**config.mk**
```make
export PLATFORM = sky130hd
export DESIGN_NAME = pe16
export DESIGN_NICKNAME = d
export VERILOG_FILES = /design/src/rtl/pe16.sv
export SDC_FILE = /design/constraint.sdc
export NUM_CORES = 1
export LEC_CHECK = 0
export ABC_CLOCK_PERIOD_IN_PS = 800
export BUFFER_PORTS_ARGS = -buffer_cell sky130_fd_sc_hd__buf_2
export CORE_MARGIN = 4
export CORE_UTILIZATION = 60
export DETAILED_ROUTE_END_ITERATION = 10
export PLACE_DENSITY = 0.77
export SLEW_MARGIN = 20
export SYNTH_ARGS = -nofsm -noshare
export SYNTH_HDL_FRONTEND = slang
export SYNTH_SLANG_ARGS = --single-unit
export TNS_END_PERCENT = 30
```
**constraint.sdc**
```tcl
create_clock -name clk -period 0.8 [get_ports clk]
set_input_delay 0.08 -clock clk [delete_from_list [all_inputs] [get_ports clk]]
set_output_delay 0.08 -clock clk [all_outputs]
set_load 0.005 [all_outputs]
```
**src/rtl/pe16.sv**
```systemverilog
// pe16: one binary16 multiply-accumulate per clock, sum_out <= sum_in + floatA*floatB.
// Build option PE16_SUBNORMAL_EN enables gradual underflow; the default build flushes subnormals to zero.
module pe16 (
  input  logic        clk,
  input  logic        rst_n,
  input  logic [15:0] floatA,
  input  logic [15:0] floatB,
  input  logic [15:0] sum_in,
  output logic [15:0] sum_out
);

  localparam logic [15:0] QNAN = 16'h7E00;

  // Split a binary16 word into sign, 11-bit significand and the unbiased
  // exponent of the significand LSB (value = sig * 2^e_lsb).
  function automatic void unpack(
    input  logic [15:0] x,
    output logic        s,
    output logic [10:0] sig,
    output int          e_lsb,
    output logic        is_nan,
    output logic        is_inf,
    output logic        is_zero
  );
    s      = x[15];
    is_nan = (x[14:10] == 5'h1f) && (x[9:0] != 10'd0);
    is_inf = (x[14:10] == 5'h1f) && (x[9:0] == 10'd0);
    if (x[14:10] == 5'd0) begin
      e_lsb = -24;
`ifdef PE16_SUBNORMAL_EN
      sig = {1'b0, x[9:0]};
`else
      sig = 11'd0;
`endif
    end else begin
      e_lsb = int'(x[14:10]) - 25;
      sig   = {1'b1, x[9:0]};
    end
    is_zero = (sig == 11'd0);
  endfunction

  // Normalise an arbitrary magnitude (value = mag * 2^e_lsb), round to
  // nearest-even at binary16 precision and pack, handling overflow/underflow.
  function automatic logic [15:0] round_pack(
    input logic        sgn,
    input int          e_lsb,
    input logic [31:0] mag
  );
    int          l;
    int          be;
    int          lsb_exp;
    int          t;
    int          field;
    logic [5:0]  tsh;
    logic [63:0] ext;
    logic [11:0] kept;
    logic [11:0] kept_r;
    logic        guard;
    logic        sticky;
    logic [9:0]  frac;
    logic [15:0] res;

    l = 0;
    for (int i = 0; i < 32; i++) begin
      if (mag[i]) l = i;
    end
    be = e_lsb + l + 15;
`ifdef PE16_SUBNORMAL_EN
    lsb_exp = (be < 1) ? -24 : be - 25;
`else
    lsb_exp = be - 25;
`endif
    // The magnitude sits above 32 zero bits so the right shift that picks the
    // kept significand also exposes guard and sticky.
    t   = lsb_exp - e_lsb + 32;
    ext = {mag, 32'd0};
    tsh = 6'd0;
    if (t > 63) begin
      kept   = 12'd0;
      guard  = 1'b0;
      sticky = (mag != 32'd0);
    end else begin
      tsh    = 6'(t);
      kept   = 12'(ext >> tsh);
      guard  = ext[tsh - 6'd1];
      sticky = |(ext & ((64'd1 << (tsh - 6'd1)) - 64'd1));
    end
    kept_r = kept + {11'd0, guard & (sticky | kept[0])};

    frac  = kept_r[9:0];
    field = be;
    if (kept_r[11]) begin
      frac  = kept_r[10:1];
      field = be + 1;
    end
`ifdef PE16_SUBNORMAL_EN
    else if (be < 1) begin
      field = kept_r[10] ? 1 : 0;
    end
`else
    else begin
      field = be;
    end
`endif

    if (mag == 32'd0)
      res = {sgn, 15'd0};
    else if (field >= 31)
      res = {sgn, 5'h1f, 10'd0};
    else if (field < 1)
`ifdef PE16_SUBNORMAL_EN
      res = {sgn, 5'd0, frac};
`else
      res = {sgn, 15'd0};
`endif
    else
      res = {sgn, 5'(field), frac};
    return res;
  endfunction

  // Product stage: p = round(floatA * floatB).
  logic        sa, sb, ps;
  logic [10:0] sig_a, sig_b;
  int          ea, eb;
  logic        nan_a, inf_a, zero_a;
  logic        nan_b, inf_b, zero_b;
  logic [21:0] prod_mag;
  logic [15:0] prod;

  always_comb begin
    sa = 1'b0; sig_a = 11'd0; ea = 0; nan_a = 1'b0; inf_a = 1'b0; zero_a = 1'b0;
    sb = 1'b0; sig_b = 11'd0; eb = 0; nan_b = 1'b0; inf_b = 1'b0; zero_b = 1'b0;
    unpack(floatA, sa, sig_a, ea, nan_a, inf_a, zero_a);
    unpack(floatB, sb, sig_b, eb, nan_b, inf_b, zero_b);
    prod_mag = 22'(sig_a) * 22'(sig_b);
    ps       = sa ^ sb;
    if (nan_a | nan_b | (inf_a & zero_b) | (zero_a & inf_b))
      prod = QNAN;
    else if (inf_a | inf_b)
      prod = {ps, 5'h1f, 10'd0};
    else if (zero_a | zero_b)
      prod = {ps, 15'd0};
    else
      prod = round_pack(ps, ea + eb, {10'd0, prod_mag});
  end

  // Sum stage: round(p + sum_in) with the larger magnitude as the minuend.
  logic        sp, ss, sx, sy, st;
  logic [10:0] sig_p, sig_s, sigx, sigy;
  int          ep, es, ex, ey, d;
  logic        nan_p, inf_p, zero_p;
  logic        nan_s, inf_s, zero_s;
  logic [13:0] y14, ya;
  logic [14:0] m;
  logic [15:0] sum_next;

  always_comb begin
    sp = 1'b0; sig_p = 11'd0; ep = 0; nan_p = 1'b0; inf_p = 1'b0; zero_p = 1'b0;
    ss = 1'b0; sig_s = 11'd0; es = 0; nan_s = 1'b0; inf_s = 1'b0; zero_s = 1'b0;
    sx = 1'b0; sy = 1'b0; sigx = 11'd0; sigy = 11'd0; ex = 0; ey = 0; d = 0;
    st = 1'b0; y14 = 14'd0; ya = 14'd0; m = 15'd0;
    unpack(prod,   sp, sig_p, ep, nan_p, inf_p, zero_p);
    unpack(sum_in, ss, sig_s, es, nan_s, inf_s, zero_s);

    if (nan_p | nan_s | (inf_p & inf_s & (sp ^ ss)))
      sum_next = QNAN;
    else if (inf_p)
      sum_next = {sp, 5'h1f, 10'd0};
    else if (inf_s)
      sum_next = {ss, 5'h1f, 10'd0};
    else if (zero_p & zero_s)
      sum_next = {sp & ss, 15'd0};
    else begin
      if ((ep > es) || ((ep == es) && (sig_p >= sig_s))) begin
        sx = sp; sigx = sig_p; ex = ep;
        sy = ss; sigy = sig_s; ey = es;
      end else begin
        sx = ss; sigx = sig_s; ex = es;
        sy = sp; sigy = sig_p; ey = ep;
      end
      // Three extra bits act as guard/round/sticky; far-away operands only jam sticky.
      d   = ex - ey;
      y14 = {sigy, 3'b000};
      if (d >= 13) begin
        ya = 14'd0;
        st = (sigy != 11'd0);
      end else begin
        ya = y14 >> 4'(d);
        st = |(y14 & ((14'd1 << 4'(d)) - 14'd1));
      end
      ya[0] = ya[0] | st;
      if (sx == sy)
        m = {1'b0, sigx, 3'b000} + {1'b0, ya};
      else
        m = {1'b0, sigx, 3'b000} - {1'b0, ya};
      if (m == 15'd0)
        sum_next = 16'h0000;
      else
        sum_next = round_pack(sx, ex - 3, {17'd0, m});
    end
  end

  // No handshake: a new MAC is accepted and registered on every clock.
  always_ff @(posedge clk or negedge rst_n) begin
    if (!rst_n)
      sum_out <= 16'h0000;
    else
      sum_out <= sum_next;
  end

endmodule

```
==> impl_metrics.tcl, run 1 <==
set metrics [dict create \
    place_inst 5226 \
    hpwl_um 94000 \
    place_congestion 1.22 \
    synth.ff_latch_count 16 \
    cts_max_level 1 \
    synth_edf_count 0 \
    async_flop_share 1.00 \
    track_usage 0.856 \
    ioPinCount 66 \
    synth-seq-area-share 0.0164 \
    yosysUniqueCellTypes 112 \
    portBuffers 65 \
    synth_top_flop_cell "dfrtp_1" \
    start_util 0.610 \
    grt_max_degree 36 \
    grt_pass1_vias 49500 \
    yosys_warnings 0 \
    clockRootBuffer "clkbuf_16" \
    syn-num-nets 3972 \
    grt_pass1_wl_um 305000 \
    clk_path_buf_depth 2 \
    numClockSinks 16 \
    numCtsBuffers 3 \
    error "[ERROR GRT-0116] Global routing finished with congestion. Check the congestion regions in the DRC Viewer." \
    synthCells 3533 \
    grt.overflow.total 444 \
    rows 73 \
    placed_cell_area_um2 35000 \
    syn_area_per_cell_um2 6.89 \
    status "stopped before the end" \
    synth_area_um2 24400 \
    lastStage "global routing (5_1_grt)" \
    die_w_um 209 \
    die_h_um 209 \
]
[synthesized netlist by cell type, types with 28 or more instances]
master / n / area (um2)
inv_1: 227 / 852
o21bai_1: 36 / 270
nor4_1: 47 / 294
o211ai_1: 45 / 338
nand3_1: 122 / 611
nor3_1: 134 / 671
ha_1: 289 / 3620
buf_2: 29 / 145
clkbuf_1: 142 / 533
mux2i_1: 48 / 480
nand2b_1: 35 / 219
xor2_1: 79 / 692
and2_1: 55 / 344
a211oi_1: 55 / 413
nand2_1: 359 / 1350
or3_1: 34 / 213
o21a_1: 28 / 210
o31ai_1: 30 / 225
fa_1: 100 / 2000
nor2_1: 322 / 1210
a21oi_1: 229 / 1150
nand4_1: 52 / 325
and3_1: 107 / 669
o21ai_0: 179 / 896
a21o_1: 55 / 413
a31oi_1: 47 / 294
xnor2_1: 123 / 1080
[through the flow]
stage | utilization | setup slack, ns
2_1_floorplan | - | -30.14
3_3_place_gp | 0.878 | -30.27
3_5_place_dp | 0.878 | -32.26
4_1_cts | 0.936 | -29.98
[cell families after synthesis]
kind of cell,synth area share
buffers and inverters,0.0665
AND/OR/NAND/NOR,0.291
multiplexers,0.0341
adder cells (fa/ha/maj),0.231
flip-flops,0.0164
XOR/XNOR,0.0733
AO/OA/AOI/OAI,0.288
[metal layers]
metal | GRT overflow | track usage
met5 | 1 | 0.564
met3 | 21 | 0.766
met1 | 26 | 0.828
met4 | 157 | 0.874
met2 | 239 | 0.978
[repair_timing]
item	CTS
setup buffers	109
hold endpoints to repair	16
pin swaps	182
endpoints found under the setup margin	32
cloned	6
hold buffers	1
gates resized for setup	265
==> run 2, diff against run 1 <==
- CORE_UTILIZATION: 60 -> 40
- PLACE_DENSITY: 0.77 -> not set
- PLACE_DENSITY_LB_ADDON: not set -> 0.15
==> run 2 against run 1 <==
Net effect:
- the flow now finishes, with violations (negative setup slack)
- synthesized cell count unchanged
- area after synthesis unchanged
==> impl_metrics.tcl, run 2 <==
set metrics [dict create \
    synth_top_area_cell "ha_1" \
    die_w_um 255 \
    maxCapViolations 0 \
    cp.arrival_ns 31.57 \
    viasPerCell 5.74 \
    numCtsBuffers 3 \
    syn-num-nets 3972 \
    die_h_um 255 \
    synth-seq-area-share 0.0164 \
    layout_commonest_cell "buf_4" \
    crit_end "sum_out[5]$_DFF_PN0_" \
    yosys_warnings 0 \
    synthTopCellsByArea "ha_1, fa_1, nand2_1" \
    layout_setup_ws_ns -30.64 \
    die_area_um2 64900 \
    critPathMostFrequentCell "a21oi_2" \
    largest_register_ffs 16 \
    reg.largest.list "sum_out x16" \
    place_congestion 1.01 \
    worstHoldPathType "in -> async" \
    fmax_mhz 31.8 \
    syn2layout_area_growth_pct 58.5 \
    violations "negative setup slack" \
    drtIter0Drc 2979 \
    route.vias.total 32800 \
    fillers 5488 \
    nets 5359 \
    drc 0 \
    grt_pass1_vias 31500 \
    async_flop_share 1.00 \
    path_max_fanout 8 \
    crit_slowest_cell "fa_2" \
    most-common-layout-cells "buf_4, nand2_1, nor2_1" \
    cp-startpoint "floatA[11]" \
    yosys-top-cells-count "nand2_1, nor2_1, ha_1" \
    portBuffers 65 \
    tns_ns -481.15 \
    cts.clk_slew.worst_paths_ns 0.04 \
    slew_violations 0 \
    antenna_found_initial 4 \
    max_slew_margin 0.464 \
    min_period_ns 31.44 \
    hold_viol 0 \
    finalSetupViolations 17 \
    endpoint_kind "flop" \
    firstDrtPassIters 6 \
    crit_type "in -> reg" \
    grt_max_degree 40 \
    slowest_delay_ns 0.57 \
    placed_cell_area_um2 36200 \
    status "complete, but fails checks" \
    synth_edf_count 0 \
    core_area_um2 60400 \
    start_util 0.404 \
    cts_tree "built" \
    final_cell_area_um2 38600 \
    syn_area_per_cell_um2 6.89 \
    cp.required_ns 0.93 \
    grt.overflow.total 0 \
    hpwl_um 89800 \
    clockRootBuffer "clkbuf_16" \
    clk_path_buf_depth 2 \
    yosysMostFrequentCell "nand2_1" \
    synthCells 3533 \
    layout-drive-gt1-share 0.403 \
    synth_area_um2 24400 \
    synth.ff_latch_count 16 \
    drt-wirelength-per-cell_um 19.1 \
    rsz0062_at_grt "true" \
    ioPinCount 66 \
    synth_top_flop_cell "dfrtp_1" \
    routed_wl_um 109000 \
    grt_pass1_wl_um 169000 \
    fin_crit_sh 39.3 \
    yosysUniqueCellTypes 112 \
    regMostFlops "sum_out" \
    rows 90 \
    post-synth-top-area-fraction 0.148 \
    track_usage 0.319 \
    cp-start-kind "primary input" \
    cts_max_level 1 \
    worst_slew_pin_slew_ns 0.797 \
    numClockSinks 16 \
    ant_nets 0 \
]
run 2: cell counts after synthesis:
No cell type changed its count.
run 2: layout make-up:
type,count,area (um2),area share
inverter,234,911,0.0236
antenna,2,5.00,0.000130
tap,782,978,0.0253
sequential,16,400,0.0104
multi-input combinational,3100,24300,0.631
clock buffer,3,75.1,0.00194
timing repair buffer,1565,11900,0.308
run 2: how the worst min path moves through the flow:
stage	from	to	slack [ns]	depth (start not counted)
floorplan	rst_n	sum_out[0]$_DFF_PN0_	-0.22	0
global placement	rst_n	sum_out[11]$_DFF_PN0_	-0.006	1
detailed placement	rst_n	sum_out[10]$_DFF_PN0_	-0.006	1
CTS	rst_n	sum_out[7]$_DFF_PN0_	0.27	2
global route	rst_n	sum_out[7]$_DFF_PN0_	0.32	2
finish	rst_n	sum_out[12]$_DFF_PN0_	0.27	2
run 2: per-layer routing:
metal,track usage,up-vias,part of all wire
met1,0.447,15500,0.45
met3,0.0622,178,0.086
met4,0.0645,4,0.024
met2,0.513,1238,0.44
li1,-,15800,-
met5,0,-,0.00015
run 2: logic make-up (layout without fill, tap and decap cells):
group | Yosys count | count (layout) | share of synthesized area
multiplexers | 73 | 73 | 0.0341
buffers and inverters | 418 | 1802 | 0.0665
AO/OA/AOI/OAI | 1016 | 1016 | 0.288
other | 0 | 2 | 0
AND/OR/NAND/NOR | 1418 | 1419 | 0.291
adder cells (fa/ha/maj) | 389 | 389 | 0.231
flip-flops | 16 | 16 | 0.0164
XOR/XNOR | 203 | 203 | 0.0733
run 2: worst max-delay path: cells and delay by family:
family / cells / cell delay, ns
buffers and inverters: 30 / 3.26
XOR/XNOR: 3 / 0.38
adder cells (fa/ha/maj): 20 / 6.22
AO/OA/AOI/OAI: 60 / 9.55
AND/OR/NAND/NOR: 63 / 11.71
multiplexers: 1 / 0.32
run 2: through the flow:
step                       util  std cells  setup WS (ns)  hold slack, ns
after floorplan               -       3533         -30.14          -0.216
after global placement    0.600       5584         -31.24        -0.00556
after detailed placement  0.600       5584         -31.66        -0.00576
after CTS                 0.622       5651         -29.95           0.274
after global routing      0.639       5701         -32.23           0.321
final                     0.639       5702         -30.64           0.270
run 2: timing repair:
action                                  CTS  global route
hold endpoints to repair                 16             0
endpoints found under the setup margin   19            31
gates cloned                              2             0
resized for setup                       162           117
hold buffers                              1             0
pin swaps                               115           109
setup buffers                            61            49
Power of run 2 is not shown: default switching activity piles up to over one toggle a cycle in this logic, so the estimate is an artifact.
